[src/rtl/pix_addr_gen.sv]
// Two-stage raster-to-image address generator: window test, integer upscale and
// page base, with scale/base captured only at frame start so a frame never tears.
module pix_addr_gen #(
    parameter int ROW_W     = 10,
    parameter int COL_W     = 11,
    parameter int X_BITS    = 8,
    parameter int Y_BITS    = 8,
    parameter int ROW_OFS   = 35,
    parameter int COL_OFS   = 216,
    parameter int SCALE_RST = 1,
    localparam int ADDR_W   = X_BITS + Y_BITS
) (
    input  logic              clk,
    input  logic              reset,
    input  logic              pix_en,
    input  logic [ROW_W-1:0]  fila,
    input  logic [COL_W-1:0]  columna,
    input  logic [1:0]        scale_sel,
    input  logic [ADDR_W-1:0] base_in,
    output logic [ADDR_W-1:0] addr,
    output logic              in_img,
    output logic              frame_start
);

    // Three guard bits keep the offset subtraction signed and the 4x limit unwrapped.
    localparam int DW = ((ROW_W > COL_W) ? ROW_W : COL_W) + 3;

    localparam logic signed [DW-1:0] COL_OFS_S = DW'(COL_OFS);
    localparam logic signed [DW-1:0] ROW_OFS_S = DW'(ROW_OFS);
    localparam logic signed [DW-1:0] X_SPAN    = DW'(2 ** X_BITS);
    localparam logic signed [DW-1:0] Y_SPAN    = DW'(2 ** Y_BITS);

    logic [1:0]        scale_q;
    logic [ADDR_W-1:0] base_q;

    logic              fs_now;
    logic [1:0]        scale_eff;
    logic [ADDR_W-1:0] base_eff;
    logic signed [DW-1:0] dx, dy, x_lim, y_lim;
    logic              win;

    logic [X_BITS-1:0] s1_x;
    logic [Y_BITS-1:0] s1_y;
    logic              s1_win;
    logic              s1_fs;
    logic [ADDR_W-1:0] s1_base;

    assign fs_now = (fila == '0) && (columna == '0);

    // The pixel that opens a frame already uses the newly requested scale and base.
    always_comb begin
        // NOTE: every always_comb output gets a default first so no path infers a latch.
        scale_eff = scale_q;
        base_eff  = base_q;
        if (fs_now) begin
            base_eff = base_in;
            if (scale_sel != 2'd3) begin
                scale_eff = scale_sel;
            end
        end
    end

    assign dx    = $signed({{(DW-COL_W){1'b0}}, columna}) - COL_OFS_S;
    assign dy    = $signed({{(DW-ROW_W){1'b0}}, fila}) - ROW_OFS_S;
    assign x_lim = X_SPAN << scale_eff;
    assign y_lim = Y_SPAN << scale_eff;
    assign win   = !dx[DW-1] && (dx < x_lim) && !dy[DW-1] && (dy < y_lim);

    always_ff @(posedge clk) begin
        // NOTE: sequential state uses non-blocking assignments only, so every register
        // samples pre-edge values and stage order inside the block does not matter.
        if (reset) begin
            scale_q     <= 2'(SCALE_RST);
            base_q      <= '0;
            s1_x        <= '0;
            s1_y        <= '0;
            s1_win      <= 1'b0;
            s1_fs       <= 1'b0;
            s1_base     <= '0;
            addr        <= '0;
            in_img      <= 1'b0;
            frame_start <= 1'b0;
        end else if (pix_en) begin
            if (fs_now) begin
                scale_q <= scale_eff;
                base_q  <= base_in;
            end
            s1_x    <= X_BITS'(dx >> scale_eff);
            s1_y    <= Y_BITS'(dy >> scale_eff);
            s1_win  <= win;
            s1_fs   <= fs_now;
            s1_base <= base_eff;

            // Base addition wraps modulo the address space by design.
            addr        <= s1_win ? (s1_base + {s1_y, s1_x}) : '0;
            in_img      <= s1_win;
            frame_start <= s1_fs;
        end
    end

endmodule

[config.mk]
export PLATFORM = sky130hd
export DESIGN_NAME = pix_addr_gen
export DESIGN_NICKNAME = d
export VERILOG_FILES = /design/src/rtl/pix_addr_gen.sv
export SDC_FILE = /design/constraint.sdc
export NUM_CORES = 1
export LEC_CHECK = 0
export ABC_AREA = 1
export BUFFER_PORTS_ARGS = -buffer_cell sky130_fd_sc_hd__buf_2
export CAP_MARGIN = 5
export CORE_MARGIN = 4
export CORE_UTILIZATION = 55
export DETAILED_ROUTE_END_ITERATION = 6
export PLACE_DENSITY_LB_ADDON = 0.2
export SLEW_MARGIN = 20
export SYNTH_ARGS = -nofsm -noshare
export SYNTH_HDL_FRONTEND = slang
export SYNTH_SLANG_ARGS = --single-unit
[constraint.sdc]
create_clock -name clk -period 3 [get_ports clk]
set_input_delay 0 -clock clk [delete_from_list [all_inputs] [get_ports clk]]
set_output_delay 0 -clock clk [all_outputs]
set_load 0.005 [all_outputs]
==> results of run 1 <==
power groups by stage:
| stage | registers (W) | logic, W | clock network [W] |
|---|---|---|---|
| floorplan | 0.000761 | 0.000176 | 0 |
| global placement | 0.000763 | 0.000256 | 0 |
| detailed placement | 0.000764 | 0.000260 | 0 |
| CTS | 0.000747 | 0.000277 | 0.000441 |
| global route | 0.000750 | 0.000317 | 0.000470 |
| finish | 0.000747 | 0.000280 | 0.000427 |
metal layers:
metal / GRT usage / vias up / wire (um)
li1: - / 2087 / -
met1: 0.323 / 1829 / 4640
met2: 0.407 / 128 / 4620
met3: 0.0336 / 24 / 600
met4: 0.103 / 0 / 224
met5: 0 / - / 0
synth_stat cells, drive strengths merged:
| cell | count | area [um2] |
|---|---|---|
| a211oi | 1 | 7.51 |
| a21o | 3 | 22.5 |
| a21oi | 52 | 264 |
| a31oi | 1 | 6.26 |
| and2 | 1 | 6.26 |
| buf | 12 | 98.8 |
| clkbuf | 9 | 33.8 |
| clkinv | 1 | 3.75 |
| dfxtp | 54 | 1080 |
| fa | 1 | 20.0 |
| ha | 23 | 288 |
| inv | 54 | 203 |
| nand2 | 158 | 642 |
| nand3 | 77 | 398 |
| nand3b | 2 | 15.0 |
| nand4 | 6 | 37.5 |
| nor2 | 76 | 318 |
| nor3 | 5 | 41.3 |
| nor4 | 1 | 6.26 |
| o211ai | 1 | 7.51 |
| o21a | 2 | 15.0 |
| o21ai | 45 | 229 |
| o21bai | 2 | 15.0 |
| xnor2 | 2 | 17.5 |
| xor2 | 8 | 70.1 |
critical path: stages (launching register included):
cell and delay [ns]:
dfxtp_1 0.39, inv_1 0.15, a21oi_1 0.22, inv_1 0.10
nand3_4 0.15, nand2_2 0.21, nor2_4 0.16, inv_1 0.05
ha_1 0.26, o21a_1 0.10, o21ai_0 0.14, nand2_1 0.07
a211oi_1 0.21, nand2_1 0.10, a21oi_2 0.11
flip-flops by register name, indices dropped and copies added, names as in the netlist:
register	flops
s1_base	16
s1_win	1
scale_q	2
s1_x	8
s1_y	8
frame_start	1
s1_fs	1
in_img	1
addr	16
cells by family (layout without fill, tap and decap cells):
kind of cell	Yosys count	in the layout	share of synthesized area
AND/OR/NAND/NOR	326	326	0.381
AO/OA/AOI/OAI	107	107	0.147
buffers and inverters	76	142	0.0882
flip-flops	54	54	0.281
adder cells (fa/ha/maj)	24	24	0.0800
XOR/XNOR	10	10	0.0228
stage by stage:
step	area [um2]	power [W]
floorplan	3850	0.000937
global placement	4160	0.00102
detailed placement	4160	0.00102
CTS	4410	0.00147
global route	4410	0.00154
finish	4410	0.00145
layout make-up:
| type | instances | area, um2 | share of cell area |
|---|---|---|---|
| clock buffer | 7 | 86.3 | 0.0196 |
| tap | 96 | 120 | 0.0272 |
| inverter | 55 | 206 | 0.0468 |
| sequential | 54 | 1080 | 0.245 |
| clock inverter | 1 | 8.76 | 0.00198 |
| multi-input combinational | 467 | 2430 | 0.550 |
| timing repair buffer | 79 | 485 | 0.110 |
path summary, 6_finish.rpt:
| check | from | endpoint | slack [ns] | cells past startpoint |
|---|---|---|---|---|
| worst max register to register | scale_q[0]$_SDFFE_PP1P_ | s1_win$_SDFFE_PP0P_ | 0.52 | 14 |
| worst max-delay path | scale_q[0]$_SDFFE_PP1P_ | s1_win$_SDFFE_PP0P_ | 0.52 | 14 |
| worst min register to register | addr[12]$_SDFFE_PP0P_ | addr[12]$_SDFFE_PP0P_ | 0.46 | 2 |
| worst min-delay path | columna[0] | s1_x[0]$_SDFFE_PP0P_ | 0.11 | 7 |
what timing repair did:
action	4_1_cts	5_1_grt
buffers inserted	0	0
endpoints found under the hold margin	16	0
hold buffers	16	0
==> metrics.md, run 1 <==
| Metric | Value |
|---|---|
| Status | completed |
| # Max-Cap Violations | 0 |
| Register bit count reported by yosys | between 50 and 60 |
| Global-route wire length before repair | 17100 um |
| Fin Setup TNS | 0 ns |
| Layout cells sized above 1 | 0.136 |
| Startpoint types | register |
| Fin. Hold Viols | 0 |
| Final worst slack | approximately 0.52 ns |
| Routability cong. | approximately 0.95 |
| Post-detail-place hpwl | 7760 um |
| Initial Utilization | 0.566 |
| RSZ-0062 raised after global routing | false |
| Post-route antenna net violation count | 0 |
| Post-cts repair resize count | 0 |
| Critical Path Fanout Max | 11 |
| Total congestion overflow | 0 |
| Starting DRC count in detailed routing | 164 |
| Setup Slack @ Placement | ~0.43 ns |
| CP Data Required Time | 3.24 ns |
| Area Overhead vs Synth | 14.8% |
| Pleak | roughly 2.2 nW |
| Clock Skews | 0.00685 ns |
| Rel. slew slack | 0.540 |
| Setup Crit Path Kind | register to register |
| Clk pin slew, worst setup/hold paths | 0.10 ns |
| DIE HEIGHT | 91.6 um |
| Final min period | between 2 and 2.5 ns |
| Hold WS | 0.114 ns |
| Worst-margin pin slew | approximately 0.69 ns |
| Switching portion of total power | 0.287 |
| Most frequent cells in the layout | nand2_1, nand3_1, nor2_1 |
| Syn Area/Cell | 6.44 um2 |
| Fill count | ~630 |
| Post-Place Cells | 735 |
| Avg Vias per Cell | 5.36 |
| Pre-Repair DR Iteration Count | 5 |
| Port Buffers | 59 |
| Core Util, Final | 0.650 |
| Placement Rows | 30 |
| GR Util All Layers | 0.247 |
| Most common cell after layout, fill and taps aside | nand2_1 |
| Worst Path Arrival | between 2 and 3 ns |
| Fmax | a little over 400 MHz |
| Sequential share of the synthesized area | 0.281 |
| Largest net degree at the start of global routing | 37 |
| Diode count | 0 |
| Die area | about 0.0084 mm2 |
| Core area | between 0.006 and 0.007 mm2 |
| # H-tree levels | 2 |
| WL/cell | 13.3 um |
| Pins Over Slew Limit | 0 |
| Vias in the first global route | 3809 |
| Die W | between 90 and 100 um |
| Power share of the combinational group | 0.192 |
| Worst Hold Class | input port to register |
| Final setup viols | 0 |
| CTS root buf | clkbuf_8 |
| DR DRC count | 0 |
| Setup crit end kind | register |
| Seq pwr share | 0.514 |
| Ports | 60 |
| Post-synthesis cell type count | 40 |
| Cell-internal power | just over 0.001 W |
| Netlist Area Pre-Place | 0.00385 mm2 |
| WL final | between 10000 and 15000 um |
| Fin nets | between 700 and 800 |
| CTS Buffer Depth | 2 |
| Syn nets | 663 |
| Gate Count Post-Synth | slightly below 600 |
| Worst skew pair latency | between 0.3 and 0.4 ns |
| Fin cells | 759 |
| Via Count | 4068 |
| Clock share of power | 0.294 |
| Peak supply drop | 255 uV |
| Net Sw Power | 0.000417 W |
| Initial antenna violation count | 0 |
| Pwr dens | 329 mW/mm2 |
| CTS tree | built |
| CTS buffer count | 5 |
| Final Cycle Share | 0.827 |
| # clock sinks | 54 |
| Yosys warns | 0 |
Power figures use the tool's default switching activity.
==> run 2, diff against run 1 <==
- ABC_AREA: 1 -> 0
- clock period: 3 -> 2.35 ns (I/O delays scaled with it)
==> run 2 against run 1 <==
The flow now finishes with violations (setup timing); core utilization up 13 points; clock power rose by 24%; combinational power up 35%; register-to-register slack got worse by 0.54 ns; die area decreased by 11%; power grew 29%; first-iteration DRC count up 110%; routed wire length up 3.5%; cell count decreased by 18%; critical path depth rose by 1; area after synthesis fell by 11%; setup slack got worse by 0.65 ns.
==> metrics.md, run 2 <==
| Metric | Value |
|---|---|
| Final Cycle Share | 1.06 |
| Rel. slew slack | 0.584 (+0.0443) |
| Peak supply drop | 324 uV (+27%) |
| Critical Path Fanout Max | 3 (-8) |
| Initial antenna violation count | 1 (+1) |
| Fmax | 403 MHz |
| Setup crit end kind | register |
| Fin nets | 608 (-16%) |
| CTS tree | built |
| WL/cell | 16.9 um (+27%) |
| Clk pin slew, worst setup/hold paths | 0.09 ns (about the same) |
| Most common cell after layout, fill and taps aside | nand2_1 |
| Vias in the first global route | 3399 (-11%) |
| Tot Pwr | 0.00187 W (+29%) |
| Pre-Repair DR Iteration Count | 5 (unchanged) |
| Die W | 86.7 um (-5.4%) |
| # clock sinks | 54 (unchanged) |
| Failing checks | setup timing |
| Clock Skews | 0.00766 ns (+0.000810 ns) |
| Yosys warns | 0 (unchanged) |
| Core area | 0.00596 mm2 (-12%) |
| GR Util All Layers | 0.258 (+0.0105) |
| Compound-cell area share of the yosys netlist | 0.246 (+0.0989) |
| Pins Over Slew Limit | 0 (unchanged) |
| Count leader, synth | nand2_1 |
| Placement Rows | 28 (-6.7%) |
| Area Overhead vs Synth | 37.1% |
| Via Count | 3763 (-7.5%) |
| Ys flop type | dfxtp_1 |
| CTS root buf | clkbuf_8 |
| Simple-Gate Fraction of Synth Area | 0.219 (-0.161) |
| Netlist Area Pre-Place | 0.00340 mm2 (-11%) |
| WL final | 10400 um (+3.5%) |
| Global-route wire length before repair | 15600 um (-8.6%) |
| Post-Synth Adder-Cell Area | 0.0904 (+0.0104) |
| Worst Path Arrival | 2.73 ns (about the same) |
| Fin. Hold Viols | 0 (unchanged) |
| EDFF count, synth | 0 (unchanged) |
| Ports | 60 (unchanged) |
| Xor-xnor portion of the synthesized cell area | 0.0566 (+0.0338) |
| CTS Buffer Depth | 2 (unchanged) |
| Setup Crit Path Kind | input port to register |
| Post-detail-place hpwl | 7130 um (-8.1%) |
| Total congestion overflow | 0 (unchanged) |
| Post-synth top area cell | dfxtp_1 |
| # Max-Cap Violations | 0 (unchanged) |
| CP Data Required Time | 2.60 ns (-0.64 ns) |
| Gate Count Post-Synth | 417 (-30%) |
| DIE HEIGHT | 86.7 um (-5.4%) |
| Routability cong. | 0.942 (-0.53%) |
| Pwr dens | 400 mW/mm2 (+22%) |
| RSZ-0062 raised after global routing | true |
| Starting DRC count in detailed routing | 346 (+110%) |
| Port Buffers | 59 (unchanged) |
| Main combinational cell family by area after synthesis | compound AO/OA/AOI/OAI gates |
| # H-tree levels | 2 (unchanged) |
| Post-synthesis cell type count | 57 (+43%) |
| Die area | 0.00751 mm2 (-11%) |
| Layout cells sized above 1 | 0.309 (+0.174) |
| Final min period | 2.48 ns |
| Ranking of synthesized cells by area | dfxtp_1, ha_1, nand2_1 |
| Post-synth top area share | 0.318 (+0.0365) |
| Worst skew pair latency | 0.31 ns (about the same) |
| Largest net degree at the start of global routing | 24 (-35%) |
| Initial Utilization | 0.572 (+0.00552) |
| DR DRC count | 0 (unchanged) |
| Avg Vias per Cell | 6.08 (+13%) |
| Status | complete, but fails checks |
| Register bit count reported by yosys | 54 (unchanged) |
| Worst-margin pin slew | 0.608 ns (-0.0821 ns) |
| CTS buffer count | 5 (unchanged) |
| Syn nets | 483 (-27%) |
| Startpoint types | input port |
| Synth cell count leaders | nand2_1, dfxtp_1, a21oi_1 |
| Syn Area/Cell | 8.16 um2 (+27%) |
| Post-synthesis mux area share | 0.0353 (+0.0353) |
| Worst Hold Class | input port to register |
| Largest regs | addr: 16 flops, s1_base: 16 flops |
| Fin Setup TNS | -0.362 ns (-0.362 ns) |
| Final worst slack | -0.130 ns (-0.650 ns) |
| Post-route antenna net violation count | 0 (unchanged) |
| Sequential share of the synthesized area | 0.318 (+0.0365) |
| Most frequent cells in the layout | nand2_1, buf_2, buf_4 |
| Final setup viols | 8 (+8) |
| Pleak | 2.04 nW (-7.6%) |
| Synth async-reset ratio | 0 (unchanged) |
[run 2: changes by cell type in the layout (fill, tap and decap cells not counted), sizes merged, moves of 7 or more]
cell and change:
inv -43, nand3 -68, a22oi +8, mux2i +12, o221ai +10, a21oi -15
nand2 -79, nor3b +7, nor2 -52, xnor2 +12, buf +54, o21ai -20
[run 2: area by class of cell]
cell class                      instances  area, um2
Antenna cell                            1       2.50
Clock buffer                            7       86.3
Clock inverter                          1       5.00
Fill cell                             404       1290
Inverter                               12       47.5
Multi-Input combinational cell        335       2390
Sequential cell                        54       1080
Tap cell                               75       93.8
Timing Repair Buffer                  134        960
[run 2: report_power, final]
group | switching, W | total, W | leakage, nW | internal, W
sequential | 0.0000197 | 0.000959 | 0.439 | 0.000940
combinational | 0.000199 | 0.000378 | 1.55 | 0.000180
clock | 0.000293 | 0.000531 | 0.0482 | 0.000238
total | 0.000511 | 0.00187 | 2.04 | 0.00136
[run 2: repair_timing]
item	4_1_cts	5_1_grt
setup buffers	1	10
endpoints found under the hold margin	16	0
hold buffers	16	0
gates cloned	0	1
gates resized for setup	2	46
endpoints found under the setup margin	4	14
pin swaps	1	7
[run 2: cell families (layout without fill, tap and decap cells)]
group           Yosys count  after routing
compound gates          124            124
xor+xnor                 22             22
fa+ha+maj                24             24
buf+inv                  28            154
flops                    54             54
mux                      12             12
other cells               0              1
simple gates            153            153
[run 2: path summary, 6_finish.rpt]
check	slack, ns	cells past startpoint	from	end
min reg2reg	0.46	2	s1_base[11]$_SDFFE_PP0P_	s1_base[11]$_SDFFE_PP0P_
min	0.05	2	reset	s1_y[5]$_SDFFE_PP0P_
max	-0.13	15	fila[0]	s1_win$_SDFFE_PP0P_
max reg2reg	-0.02	9	s1_base[0]$_SDFFE_PP0P_	addr[10]$_SDFFE_PP0P_
[run 2: layer usage]
layer,routed length (um),vias to the layer above,global-route usage
li1,-,1779,-
met1,4180,1764,0.324
met2,5220,188,0.452
met3,720,32,0.0314
met4,317,0,0.0892
met5,0,-,0
[run 2: worst max-delay path, cell delays in order]
cell,delay [ns]
buf_8,0.10
inv_4,0.05
ha_4,0.12
or4b_4,0.45
or3_4,0.41
buf_6,0.14
o41ai_4,0.39
nand2_4,0.09
nand2_2,0.08
ha_1,0.22
o21a_1,0.17
o21a_1,0.17
o21ai_1,0.13
nand3_1,0.09
o21ai_1,0.11
[run 2: through the flow]
| step | setup slack, ns | instance area [um2] | utilization | cells | hold WS, ns |
|---|---|---|---|---|---|
| global placement | -0.408 | 4100 | 0.688 | 582 | 0.244 |
| detailed placement | -0.473 | 4100 | 0.688 | 582 | 0.251 |
| CTS | -0.126 | 4360 | 0.732 | 607 | 0.0232 |
| floorplan | -0.445 | 3430 | - | 417 | 0.140 |
| global route | -0.272 | 4670 | 0.784 | 619 | 0.0348 |
| finish | -0.130 | 4670 | 0.784 | 619 | 0.0453 |
